===== config.mk =====
export PLATFORM = sky130hd
export DESIGN_NAME = serial_source_port_flat
export DESIGN_NICKNAME = d
export VERILOG_FILES = /design/src/rtl/serial_source_port_if.sv /design/src/rtl/serial_source_port.sv /design/src/flat_wrapper.sv
export SDC_FILE = /design/constraint.sdc
export NUM_CORES = 1
export LEC_CHECK = 0
export CAP_MARGIN = 25
export CORE_MARGIN = 10
export CORE_UTILIZATION = 41
export DETAILED_ROUTE_END_ITERATION = 10
export SLEW_MARGIN = 20
export SYNTH_ARGS = -nofsm -noshare
export SYNTH_HDL_FRONTEND = slang
export SYNTH_SLANG_ARGS = --single-unit

===== constraint.sdc =====
create_clock -name CLK -period 4.7 [get_ports CLK]
set_input_delay 0.94 -clock CLK [delete_from_list [all_inputs] [get_ports CLK]]
set_output_delay 0.94 -clock CLK [all_outputs]
set_load 0.02 [all_outputs]

===== src/rtl/serial_source_port_if.sv =====
// Byte-in / serial-out handshake bundle for serial_source_port.
// Latency: none (wires only).
// Backpressure: none here; full/overflow report FIFO state back to the writer.
interface serial_source_port_if #(
  parameter int DATA_WIDTH = 8
);
  logic [DATA_WIDTH-1:0] data_in;
  logic                  wr_en;
  logic                  full;
  logic                  empty;
  logic                  overflow;
  logic                  ready;
  logic                  serial_out;
  logic                  done;

  // Device side: pushes bytes, watches FIFO state and the serial stream.
  modport master (
    output data_in, wr_en,
    input  full, empty, overflow, ready, serial_out, done
  );

  // Port side: accepts bytes, produces FIFO state and the serial stream.
  modport slave (
    input  data_in, wr_en,
    output full, empty, overflow, ready, serial_out, done
  );
endinterface


===== src/rtl/serial_source_port.sv =====
// Buffers parallel bytes in a small FIFO and serializes them LSB-first, framed by ready.
// Latency: byte written at edge t into an idle, empty port drives its first bit after edge t+1.
// Backpressure: writes while full are dropped and latch the sticky overflow flag.
// Build option: define PARITY_EN to append an even-parity bit inside each ready window.
module serial_source_port #(
  parameter int DATA_WIDTH = 8,
  parameter int FIFO_DEPTH = 4,
  parameter int GAP_CYCLES = 2
) (
  input logic                 CLK,
  input logic                 nCLR,
  serial_source_port_if.slave port
);

  localparam int PTR_W = (FIFO_DEPTH > 1) ? $clog2(FIFO_DEPTH) : 1;
  localparam int CNT_W = PTR_W + 1;
  localparam int BIT_W = (DATA_WIDTH > 1) ? $clog2(DATA_WIDTH) : 1;
  localparam int GAP_W = (GAP_CYCLES > 1) ? $clog2(GAP_CYCLES) : 1;

  localparam logic [CNT_W-1:0] CNT_FULL = CNT_W'(FIFO_DEPTH);
  localparam logic [BIT_W-1:0] BIT_LAST = BIT_W'(DATA_WIDTH - 1);
  localparam logic [GAP_W-1:0] GAP_LAST = GAP_W'(GAP_CYCLES - 1);

`ifdef PARITY_EN
  typedef enum logic [1:0] {IDLE, SHIFT, GAP, PARITY} state_t;
`else
  typedef enum logic [1:0] {IDLE, SHIFT, GAP} state_t;
`endif

  // ---------------------------------------------------------------------------
  // FIFO storage and bookkeeping
  // ---------------------------------------------------------------------------
  logic [DATA_WIDTH-1:0] mem [FIFO_DEPTH];
  logic [PTR_W-1:0]      wr_ptr;
  logic [PTR_W-1:0]      rd_ptr;
  logic [CNT_W-1:0]      count;
  logic                  overflow_q;

  logic                  full_w;
  logic                  empty_w;
  logic                  push;
  logic                  pop;
  logic [DATA_WIDTH-1:0] head;

  // Full/empty come straight from the count so the writer sees them this cycle.
  assign full_w  = (count == CNT_FULL);
  assign empty_w = (count == '0);
  assign head    = mem[rd_ptr];

  // Full is the pre-edge value, so a write while full is dropped even if the
  // FSM pops on the same edge.
  assign push = port.wr_en && !full_w;

  // Storage array has no reset; only pointers and count define valid contents.
  always_ff @(posedge CLK) begin
    if (push) begin
      mem[wr_ptr] <= port.data_in;
    end
  end

  // Pointer, occupancy and sticky overflow tracking.
  always_ff @(posedge CLK or negedge nCLR) begin
    if (!nCLR) begin
      wr_ptr     <= '0;
      rd_ptr     <= '0;
      count      <= '0;
      overflow_q <= 1'b0;
    end else begin
      if (push) begin
        wr_ptr <= wr_ptr + 1'b1;
      end
      if (pop) begin
        rd_ptr <= rd_ptr + 1'b1;
      end
      case ({push, pop})
        2'b10:   count <= count + 1'b1;
        2'b01:   count <= count - 1'b1;
        default: count <= count;
      endcase
      if (port.wr_en && full_w) begin
        overflow_q <= 1'b1;
      end
    end
  end

  // ---------------------------------------------------------------------------
  // Serializer FSM
  // ---------------------------------------------------------------------------
  state_t                state,     state_nxt;
  logic [DATA_WIDTH-1:0] shreg,     shreg_nxt;
  logic [BIT_W-1:0]      bit_cnt,   bit_cnt_nxt;
  logic [GAP_W-1:0]      gap_cnt,   gap_cnt_nxt;
  logic                  ready_q,   ready_nxt;
  logic                  sout_q,    sout_nxt;
  logic                  done_q,    done_nxt;

  // State and registered outputs; reset mid-frame discards the byte in flight.
  always_ff @(posedge CLK or negedge nCLR) begin
    if (!nCLR) begin
      state   <= IDLE;
      shreg   <= '0;
      bit_cnt <= '0;
      gap_cnt <= '0;
      ready_q <= 1'b0;
      sout_q  <= 1'b0;
      done_q  <= 1'b0;
    end else begin
      state   <= state_nxt;
      shreg   <= shreg_nxt;
      bit_cnt <= bit_cnt_nxt;
      gap_cnt <= gap_cnt_nxt;
      ready_q <= ready_nxt;
      sout_q  <= sout_nxt;
      done_q  <= done_nxt;
    end
  end

  // Next-state and next-output decode; ready and serial_out always move together.
  always_comb begin
    state_nxt   = state;
    shreg_nxt   = shreg;
    bit_cnt_nxt = bit_cnt;
    gap_cnt_nxt = gap_cnt;
    ready_nxt   = ready_q;
    sout_nxt    = sout_q;
    done_nxt    = 1'b0;
    pop         = 1'b0;

    case (state)
      IDLE: begin
        if (!empty_w) begin
          // Load the head byte and present bit 0 on the same edge ready rises.
          pop         = 1'b1;
          shreg_nxt   = head;
          bit_cnt_nxt = '0;
          ready_nxt   = 1'b1;
          sout_nxt    = head[0];
          state_nxt   = SHIFT;
        end else begin
          ready_nxt = 1'b0;
          sout_nxt  = 1'b0;
        end
      end

      SHIFT: begin
        if (bit_cnt != BIT_LAST) begin
          bit_cnt_nxt = bit_cnt + 1'b1;
          sout_nxt    = shreg[bit_cnt_nxt];
        end else begin
`ifdef PARITY_EN
          // One extra cycle inside the window carries even parity of the byte.
          sout_nxt  = ^shreg;
          state_nxt = PARITY;
`else
          ready_nxt   = 1'b0;
          sout_nxt    = 1'b0;
          done_nxt    = 1'b1;
          gap_cnt_nxt = '0;
          state_nxt   = GAP;
`endif
        end
      end

`ifdef PARITY_EN
      PARITY: begin
        ready_nxt   = 1'b0;
        sout_nxt    = 1'b0;
        done_nxt    = 1'b1;
        gap_cnt_nxt = '0;
        state_nxt   = GAP;
      end
`endif

      GAP: begin
        // Quiet spacing so downstream sees ready low between frames.
        gap_cnt_nxt = gap_cnt + 1'b1;
        if (gap_cnt == GAP_LAST) begin
          state_nxt = IDLE;
        end
      end

      default: begin
        ready_nxt = 1'b0;
        sout_nxt  = 1'b0;
        state_nxt = IDLE;
      end
    endcase
  end

  // ---------------------------------------------------------------------------
  // Outputs
  // ---------------------------------------------------------------------------
  assign port.full       = full_w;
  assign port.empty      = empty_w;
  assign port.overflow   = overflow_q;
  assign port.ready      = ready_q;
  assign port.serial_out = sout_q;
  assign port.done       = done_q;

endmodule


===== src/flat_wrapper.sv =====
// flat-port wrapper written by rule: the top's interface ports become plain ports
module serial_source_port_flat 
#(
  parameter int DATA_WIDTH = 8,
  parameter int FIFO_DEPTH = 4,
  parameter int GAP_CYCLES = 2
)
  (CLK, nCLR, port_data_in, port_wr_en, port_full, port_empty, port_overflow, port_ready, port_serial_out, port_done);
  serial_source_port_if #(.DATA_WIDTH(DATA_WIDTH)) port_i ();
  input logic CLK;
  input logic nCLR;
  input wire logic [$bits(port_i.data_in)-1:0] port_data_in;
  input wire logic [$bits(port_i.wr_en)-1:0] port_wr_en;
  output wire logic [$bits(port_i.full)-1:0] port_full;
  output wire logic [$bits(port_i.empty)-1:0] port_empty;
  output wire logic [$bits(port_i.overflow)-1:0] port_overflow;
  output wire logic [$bits(port_i.ready)-1:0] port_ready;
  output wire logic [$bits(port_i.serial_out)-1:0] port_serial_out;
  output wire logic [$bits(port_i.done)-1:0] port_done;
  assign port_i.data_in = port_data_in;
  assign port_i.wr_en = port_wr_en;
  assign port_full = port_i.full;
  assign port_empty = port_i.empty;
  assign port_overflow = port_i.overflow;
  assign port_ready = port_i.ready;
  assign port_serial_out = port_i.serial_out;
  assign port_done = port_i.done;
  serial_source_port #(.DATA_WIDTH(DATA_WIDTH), .FIFO_DEPTH(FIFO_DEPTH), .GAP_CYCLES(GAP_CYCLES)) u_core (.CLK(CLK), .nCLR(nCLR), .port(port_i));
endmodule

==> impl_metrics.env, run 1 <==
export IMPL_design_area_um2=2770
export IMPL_ios=17
export IMPL_synth_seq_area_share=0.667
export IMPL_yosysWarnings=0
export IMPL_grt_pass1_wl_um=6880
export IMPL_status="finished, final reports clean"
export IMPL_yosys_cell_count_top_type="edfxtp_1"
export IMPL_die_h_um=96.1
export IMPL_path_cells="or3_4 > inv_1 > clkdlybuf4s50_1"
export IMPL_multi_input_area_um2=726
export IMPL_crit_arrival_ps=1880
export IMPL_fin_util=0.497
export IMPL_ir_worst_vdd_mv=0.276
export IMPL_powerDensity_nw_per_um2=653
export IMPL_core_area_um2=5570
export IMPL_finalSetupViolCount=0
export IMPL_min_path_type="reg -> reg"
export IMPL_layout_drive_gt1_share=0.222
export IMPL_cts_tree="built"
export IMPL_ys_async_sr_fraction=0.439
export IMPL_r2r_cells=9
export IMPL_area_growth_pct=16.5
export IMPL_r2r_end="u_core.count[2]"
export IMPL_hold_buffers=0
export IMPL_whs_endpoint="u_core.port.overflow"
export IMPL_portBuffers=16
export IMPL_grt_overflow_total=0
export IMPL_synth_top_family_by_area="multiplexers"
export IMPL_netlist_top_cells_count="32 x edfxtp_1, 25 x dfrtp_1, 10 x inv_1, 10 x mux4_2, 8 x mux2_2"
export IMPL_grt_pass1_vias=1369
export IMPL_yosys_area_share_xor_xnor=0.0221
export IMPL_synth_area_um2=2380
export IMPL_fin_skew_ps=4.82
export IMPL_yosys_area_share_adder=0.0453
export IMPL_dp_slack_ps=1980
export IMPL_cts_resized_gates=0
export IMPL_htreeDepth=3
export IMPL_hold_start="u_core.port.overflow"
export IMPL_p_leak_nw=1.07
export IMPL_clkLatencyLatePin_ps=320
export IMPL_vias_per_cell=5.00
export IMPL_clock_root_buffer="clkbuf_8"
export IMPL_final_min_clock_period_ps=2820
export IMPL_fmax_mhz=354
export IMPL_holdWs_ps=457
export IMPL_nFillCells=472
export IMPL_initial_core_util=0.426
export IMPL_dpl_cell_area_um2=2620
export IMPL_cp_start_kind="register"
export IMPL_synth_flop_cell="edfxtp_1"
export IMPL_slew_headroom=0.602
export IMPL_netlist_top_cell_by_area="edfxtp_1"
export IMPL_drtIter0Drc=83
export IMPL_cts_setup_buffers=0
export IMPL_rsz0062_at_grt="no"
export IMPL_wl_per_cell_um=16.8
export IMPL_worstPathRequired_ps=3760
export IMPL_vias=1194
export IMPL_die_area_um2=9240
export IMPL_fin_ws_ps=1880
export IMPL_layout_nets=181
export IMPL_seqCellArea_um2=1590
export IMPL_synthCells=137
export IMPL_clkTransAtPathRegs_ps=60
export IMPL_grt_max_degree=17
export IMPL_numCtsBuffers=9
export IMPL_gp_congestion=0.729
export IMPL_crit_path_end_kind="output port"
export IMPL_final_cell_count_no_fill=239
export IMPL_dp_cells=223
export IMPL_post_route_period_util=0.600
export IMPL_die_width_um=96.1
export IMPL_synth_top_cell_area_share=0.404
export IMPL_yosys_area_share_simple=0.0626
export IMPL_holdPathStages=1
export IMPL_clockBufferDepth=2
export IMPL_synth_edf_count=32
export IMPL_cap_viol_max_count=0
export IMPL_cp_max_fo=5
export IMPL_grt_antenna_before_repair=0
export IMPL_clkSinkCount=57
export IMPL_cp_depth=3
export IMPL_worstSetupPathType="reg -> out"
export IMPL_hold_viol_final=0
export IMPL_ys_types=33
export IMPL_ff2ff_setup_slack_ps=2500
export IMPL_synth_seq_cells=57
export IMPL_cp_slowest_cell="clkdlybuf4s50_1"
export IMPL_ys_top_cells_by_area="edfxtp_1 40%, dfrtp_1 26%, mux4_2 9.5%, mux2_2 3.8%, ha_1 3.7%"
export IMPL_dp_hpwl_um=2780
export IMPL_tns_ps=0
export IMPL_n_antenna_cell=0
export IMPL_r2r_start="u_core.state[1]"
export IMPL_cp_buffers_inverters=2
export IMPL_finalPower_mw=1.81
export IMPL_synth_compound_area_share=0.0337
export IMPL_slew_violations=0
export IMPL_track_usage=0.102
export IMPL_syn_num_nets=156
export IMPL_avgSynthCellArea_um2=17.4
export IMPL_synth_area_mux_share=0.142
export IMPL_rows=27
export IMPL_max_stage_delay_ps=600
export IMPL_critPathTopFamily="buffers and inverters"
export IMPL_tightest_slew_ps=597
export IMPL_drt_pass1_iterations=5
export IMPL_drt_antenna_violating_nets=0
export IMPL_drc=0
export IMPL_wirelength_um=4020
worst register-to-register path, delay by kind of cell, from the launching register on:
kind | cells | cell delay (ps)
xor gates and xnor gates | 2 | 300
DFF | 1 | 450
buffers and inverters | 2 | 170
and+or+nand+nor | 3 | 670
adders and majority gates | 2 | 550
routing by layer:
metal | up-vias | part of all wire | global-route usage | wire length, µm
li1 | 559 | - | - | -
met1 | 604 | 0.41 | 0.110 | 1650
met2 | 24 | 0.53 | 0.174 | 2140
met3 | 7 | 0.036 | 0.0288 | 144
met4 | 0 | 0.020 | 0.0627 | 79
met5 | - | 0 | 0 | 0
placed cells by master (no fill, tap or decap), types with 3 or more instances in the layout:
cell             count
and2_1               4
clkbuf_8             9
clkdlybuf4s50_1     16
clkinv_2             3
dfrtp_1             25
edfxtp_1            32
ha_1                 7
inv_1               10
mux2_2               8
mux4_2              10
nor2_1               3
nor2b_1              3
xnor2_1              4
registers in the layout, indices dropped and copies added (netlist names):
signal,flops
u_core.port.ready,1
u_core.wr_ptr,2
u_core.count,3
u_core.port.done,1
u_core.rd_ptr,2
u_core.bit_cnt,3
u_core.gap_cnt,1
u_core.mem,32
u_core.shreg,8
u_core.port.overflow,1
u_core.port.serial_out,1
u_core.state,2
cells by family (layout without fill, tap and decap cells):
kind of cell	count (synthesis)	after routing
flip-flops	57	57
AND/OR/NAND/NOR	22	22
multiplexers	20	20
buffers and inverters	13	43
AO/OA/AOI/OAI	11	11
adder cells (fa/ha/maj)	8	8
XOR/XNOR	6	6
worst max-delay path by stage:
| stage | startpoint | to | slack, ps |
|---|---|---|---|
| floorplan | port_wr_en | u_core.count[2] | 2480 |
| global placement | port_wr_en | u_core.count[2] | 2040 |
| detailed placement | port_wr_en | u_core.count[2] | 1980 |
| CTS | u_core.count[0] | port_empty | 1840 |
| global route | u_core.count[0] | port_empty | 1780 |
| finish | u_core.count[0] | port_empty | 1880 |
cell type report:
type,instances,share of cell area
clock buffer,11,0.0474
timing repair buffer,17,0.0633
multi-input combinational,67,0.262
tap,72,0.0325
inverter,10,0.0136
clock inverter,5,0.00813
sequential,57,0.573
report_power, final:
| part | total, mW | switching, mW | internal [mW] |
|---|---|---|---|
| sequential | 0.828 | 0.128 | 0.700 |
| clock | 0.363 | 0.179 | 0.185 |
| combinational | 0.616 | 0.273 | 0.342 |
| total | 1.81 | 0.580 | 1.23 |
Power figures use the tool's default switching activity.
==> inputs of run 2 (changes only) <==
clock period = 2.3 ns   (was 4.7 ns; I/O delays follow)
==> run 2 against run 1 <==
  * Die area stayed put
  * Core utilization increased by 0.74 points
  * Hold slack about the same
  * Largest power group unchanged
==> impl_metrics.env, run 2 (synthesis gave the netlist of run 1 again) <==
export IMPL_status="finished, final reports clean"
export IMPL_slew_headroom=0.694
export IMPL_vias=1190
export IMPL_crit_start="u_core.count[0]"
export IMPL_crit_path_end_kind="output port"
export IMPL_critPathTopFamily="buffers and inverters"
export IMPL_vias_per_cell=4.90
export IMPL_wl_per_cell_um=15.6
export IMPL_n_antenna_cell=0
export IMPL_cts_setup_buffers=0
export IMPL_fin_util=0.504
export IMPL_nFillCells=500
export IMPL_initial_core_util=0.426
export IMPL_final_common_cell="edfxtp_1"
export IMPL_cp_buffers_inverters=1
export IMPL_grt_overflow_total=0
export IMPL_largestRegisters="u_core.mem (32), u_core.shreg (8)"
export IMPL_drt_antenna_violating_nets=0
export IMPL_clkSinkCount=57
export IMPL_drt_pass1_iterations=3
export IMPL_cts_tree="built"
export IMPL_layout_common_cells="32 x edfxtp_1, 25 x dfrtp_1, 15 x clkdlybuf4s50_1"
export IMPL_r2r_end="u_core.count[2]"
export IMPL_dp_cells=227
export IMPL_hold_buffers=0
export IMPL_tightest_slew_ps=459
export IMPL_p_leak_nw=1.10
export IMPL_layout_nets=185
export IMPL_grt_pass1_vias=1341
export IMPL_max_stage_delay_ps=660
export IMPL_path_cells="nor3b_2 > clkdlybuf4s50_1"
export IMPL_clockBufferDepth=2
export IMPL_post_route_period_util=0.933
export IMPL_fmax_mhz=466
export IMPL_wirelength_um=3790
export IMPL_cp_depth=2
export IMPL_fin_skew_ps=7.13
export IMPL_clkLatencyLatePin_ps=330
export IMPL_final_cell_count_no_fill=243
export IMPL_htreeDepth=3
export IMPL_grtUsageMet1=0.112
export IMPL_largest_reg_flops=32
export IMPL_numCtsBuffers=9
export IMPL_dp_hpwl_um=2650
export IMPL_worstSetupPathType="reg -> out"
export IMPL_rows=27
export IMPL_core_area_um2=5570
export IMPL_die_area_um2=9240
export IMPL_clkTransAtPathRegs_ps=60
export IMPL_top_register="u_core.mem"
export IMPL_finalPower_mw=3.78
export IMPL_endpoint="port_full"
export IMPL_slew_violations=0
export IMPL_die_width_um=96.1
export IMPL_ff2ff_setup_slack_ps=350
export IMPL_track_usage=0.0968
export IMPL_worstPathRequired_ps=1840
export IMPL_tns_ps=0
export IMPL_drtIter0Drc=30
export IMPL_portBuffers=16
export IMPL_finalSetupViolCount=0
export IMPL_clock_root_buffer="clkbuf_8"
export IMPL_gp_congestion=0.694
export IMPL_ios=17
export IMPL_powerDensity_nw_per_um2=1340
export IMPL_drc=0
export IMPL_area_growth_pct=18.2
export IMPL_seqCellArea_um2=1590
export IMPL_multi_input_area_um2=726
export IMPL_hold_viol_final=0
export IMPL_crit_arrival_ps=1690
export IMPL_layout_drive_gt1_share=0.251
export IMPL_cts_resized_gates=1
export IMPL_cp_slowest_cell="clkdlybuf4s50_1"
export IMPL_gr_usage_met3=0.0381
export IMPL_grt_max_degree=26
export IMPL_grt_use_met2=0.152
export IMPL_ir_worst_vdd_mv=0.595
export IMPL_cp_max_fo=4
export IMPL_cap_viol_max_count=0
export IMPL_holdWs_ps=456
export IMPL_r2r_cells=9
export IMPL_busiest_layer="met2"
export IMPL_final_min_clock_period_ps=2150
export IMPL_cp_start_kind="register"
export IMPL_die_h_um=96.1
export IMPL_min_path_type="reg -> reg"
export IMPL_rsz0062_at_grt="no"
export IMPL_grt_antenna_before_repair=0
export IMPL_grt_pass1_wl_um=6560
export IMPL_r2r_start="u_core.count[0]"
run 2: metal layers:
layer / share of wire / wire [µm] / vias up
met5: 0 / 0 / -
met4: 0.024 / 90 / 0
met3: 0.047 / 177 / 10
met2: 0.48 / 1840 / 19
met1: 0.44 / 1690 / 595
li1: - / - / 566
run 2: per-stage QoR:
stage / area (µm²) / setup WS (ps)
after floorplan: 2380 / 212
after global placement: 2640 / 167
after detailed placement: 2640 / 64.4
after CTS: 2810 / 116
after global routing: 2810 / 49.3
final: 2810 / 155
run 2: report_power, final:
group | switching (mW) | internal [mW] | total (mW)
combinational | 0.603 | 0.729 | 1.33
sequential | 0.211 | 1.43 | 1.64
clock | 0.359 | 0.444 | 0.803
run 2: layout make-up:
type	instances	area share
clock buffer	13	0.0565
tap	72	0.0321
sequential	57	0.565
clock inverter	3	0.00534
timing repair buffer	21	0.0699
multi-input combinational	67	0.258
inverter	10	0.0134
run 2: worst reg2reg max path, cell delays in order, from the launching register on:
cell,delay [ps]
dfrtp_1,420
nor3b_2,280
nor2b_2,70
inv_1,60
ha_1,170
inv_1,60
fa_1,370
xor2_1,150
nor2_1,150
xor2_1,150
run 2: how the worst min path moves through the flow:
stage	endpoint	cells past startpoint	slack, ps	startpoint
floorplan	u_core.bit_cnt[0]	0	160	nCLR
global placement	u_core.port.overflow	1	440	u_core.port.overflow
detailed placement	u_core.port.overflow	1	450	u_core.port.overflow
CTS	u_core.port.overflow	1	460	u_core.port.overflow
global route	u_core.port.overflow	1	480	u_core.port.overflow
finish	u_core.port.overflow	1	460	u_core.port.overflow
==> inputs of run 3 (changes only) <==
DONT_BUFFER_PORTS = 1   (was unset)
==> run 3 against run 2 <==
  * Sequential power up 2%
  * Largest power group unchanged
  * Highest routed layer unchanged
  * Clock skew up 0.94 ps
  * Count of clock-buffer cells in the layout down 2
  * Register-to-register slack worse by 30 ps
  * Global-route usage up 0.25 points
==> impl_metrics.env, run 3 (synthesis gave the netlist of run 1 again) <==
export IMPL_status="finished, final reports clean"
export IMPL_p_leak_nw=1.04
export IMPL_worstSetupPathType="reg -> reg"
export IMPL_wl_per_cell_um=17.6
export IMPL_nFillCells=490
export IMPL_core_area_um2=5570
export IMPL_grt_max_degree=26
export IMPL_critPathTopFamily="adder cells"
export IMPL_drtIter0Drc=37
export IMPL_layout_drive_gt1_share=0.256
export IMPL_grt_antenna_before_repair=0
export IMPL_n_antenna_cell=0
export IMPL_tns_ps=0
export IMPL_top_register="u_core.mem"
export IMPL_r2r_start="u_core.state[1]"
export IMPL_max_stage_delay_ps=440
export IMPL_largest_reg_flops=32
export IMPL_crit_path_end_kind="register"
export IMPL_numCtsBuffers=9
export IMPL_grt_overflow_total=0
export IMPL_drc=0
export IMPL_clkLatencyLatePin_ps=320
export IMPL_rsz0062_at_grt="no"
export IMPL_cts_resized_gates=0
export IMPL_cp_start_kind="register"
export IMPL_slew_violations=0
export IMPL_initial_core_util=0.426
export IMPL_post_route_period_util=0.863
export IMPL_clockBufferDepth=2
export IMPL_grt_pass1_wl_um=6660
export IMPL_path_cells="nor2_1 > nand2_2 > inv_1 > ha_1 > inv_1 > fa_1 > xor2_1 > nor2_1 > xor2_1"
export IMPL_hold_viol_final=0
export IMPL_dp_hpwl_um=2760
export IMPL_gp_congestion=0.709
export IMPL_worstPathRequired_ps=2550
export IMPL_track_usage=0.0994
export IMPL_area_growth_pct=12.6
export IMPL_drt_antenna_violating_nets=0
export IMPL_portBuffers=0
export IMPL_vias_per_cell=5.11
export IMPL_tightest_slew_ps=474
export IMPL_clkTransAtPathRegs_ps=60
export IMPL_die_h_um=96.1
export IMPL_crit_arrival_ps=2230
export IMPL_vias=1164
export IMPL_drt_pass1_iterations=4
export IMPL_cp_slowest_cell="dfrtp_1"
export IMPL_final_common_cell="edfxtp_1"
export IMPL_ios=17
export IMPL_cp_buffers_inverters=2
export IMPL_slew_headroom=0.684
export IMPL_die_width_um=96.1
export IMPL_cp_max_fo=7
export IMPL_final_min_clock_period_ps=1980
export IMPL_powerDensity_nw_per_um2=1400
export IMPL_layout_nets=170
export IMPL_grt_pass1_vias=1274
export IMPL_finalSetupViolCount=0
export IMPL_dp_slack_ps=313
export IMPL_fmax_mhz=504
export IMPL_rows=27
export IMPL_clock_root_buffer="clkbuf_8"
export IMPL_clkSinkCount=57
export IMPL_cap_viol_max_count=0
export IMPL_wirelength_um=4010
export IMPL_design_area_um2=2680
export IMPL_die_area_um2=9240
export IMPL_largestRegisters="u_core.mem (32), u_core.shreg (8)"
export IMPL_crit_start="u_core.state[1]"
export IMPL_fin_ws_ps=316
export IMPL_htreeDepth=3
export IMPL_hold_start="port_data_in[1]"
export IMPL_fin_skew_ps=8.07
export IMPL_cts_tree="built"
export IMPL_min_path_type="in -> reg"
export IMPL_layout_common_cells="32 x edfxtp_1, 25 x dfrtp_1, 10 x inv_1, 10 x mux4_2, 9 x clkbuf_8"
export IMPL_ir_worst_vdd_mv=0.515
export IMPL_dpl_cell_area_um2=2470
run 3: repair_timing:
action / CTS / global route
endpoints found under the hold margin: 25 / 0
buffers inserted: 0 / 0
hold buffers: 2 / 0
run 3: stage by stage:
stage | total power [mW] | std cells | hold slack [ps] | util
CTS | 3.82 | 228 | 211 | 0.480
detailed placement | 2.94 | 210 | 166 | 0.443
floorplan | 2.65 | 137 | 164 | -
global placement | 2.85 | 210 | 166 | 0.443
finish | 3.75 | 228 | 230 | 0.480
global route | 4.02 | 228 | 207 | 0.480
run 3: where the power goes:
group / internal, mW / switching (mW)
sequential: 1.43 / 0.251
clock: 0.488 / 0.365
combinational: 0.653 / 0.561
total: 2.57 / 1.18
run 3: worst paths after layout:
path                                           to  slack, ps  cells past startpoint
max in group asynchronous        u_core.wr_ptr[1]       1570                      2
min in group asynchronous  u_core.port.serial_out        570                      2
setup reg to reg                  u_core.count[2]        320                      9
hold / removal                   u_core.mem[0][1]        230                      0
setup / recovery                  u_core.count[2]        320                      9
hold reg to reg                   u_core.shreg[0]        490                      1
run 3: final cells by class:
class	count	area (µm²)	area share
clock buffer	11	131	0.0491
inverter	10	37.5	0.0140
sequential	57	1590	0.593
timing repair buffer	6	60.1	0.0224
tap	72	90.1	0.0336
multi-input combinational	67	726	0.271
clock inverter	5	46.3	0.0173
run 3: routing by layer:
metal / up-vias / part of all wire / wire, µm / GRT usage
met2: 20 / 0.52 / 2080 / 0.164
met3: 10 / 0.055 / 219 / 0.0374
li1: 537 / - / - / -
met4: 0 / 0.021 / 83 / 0.0590
met1: 597 / 0.41 / 1630 / 0.106
met5: - / 0 / 0 / 0
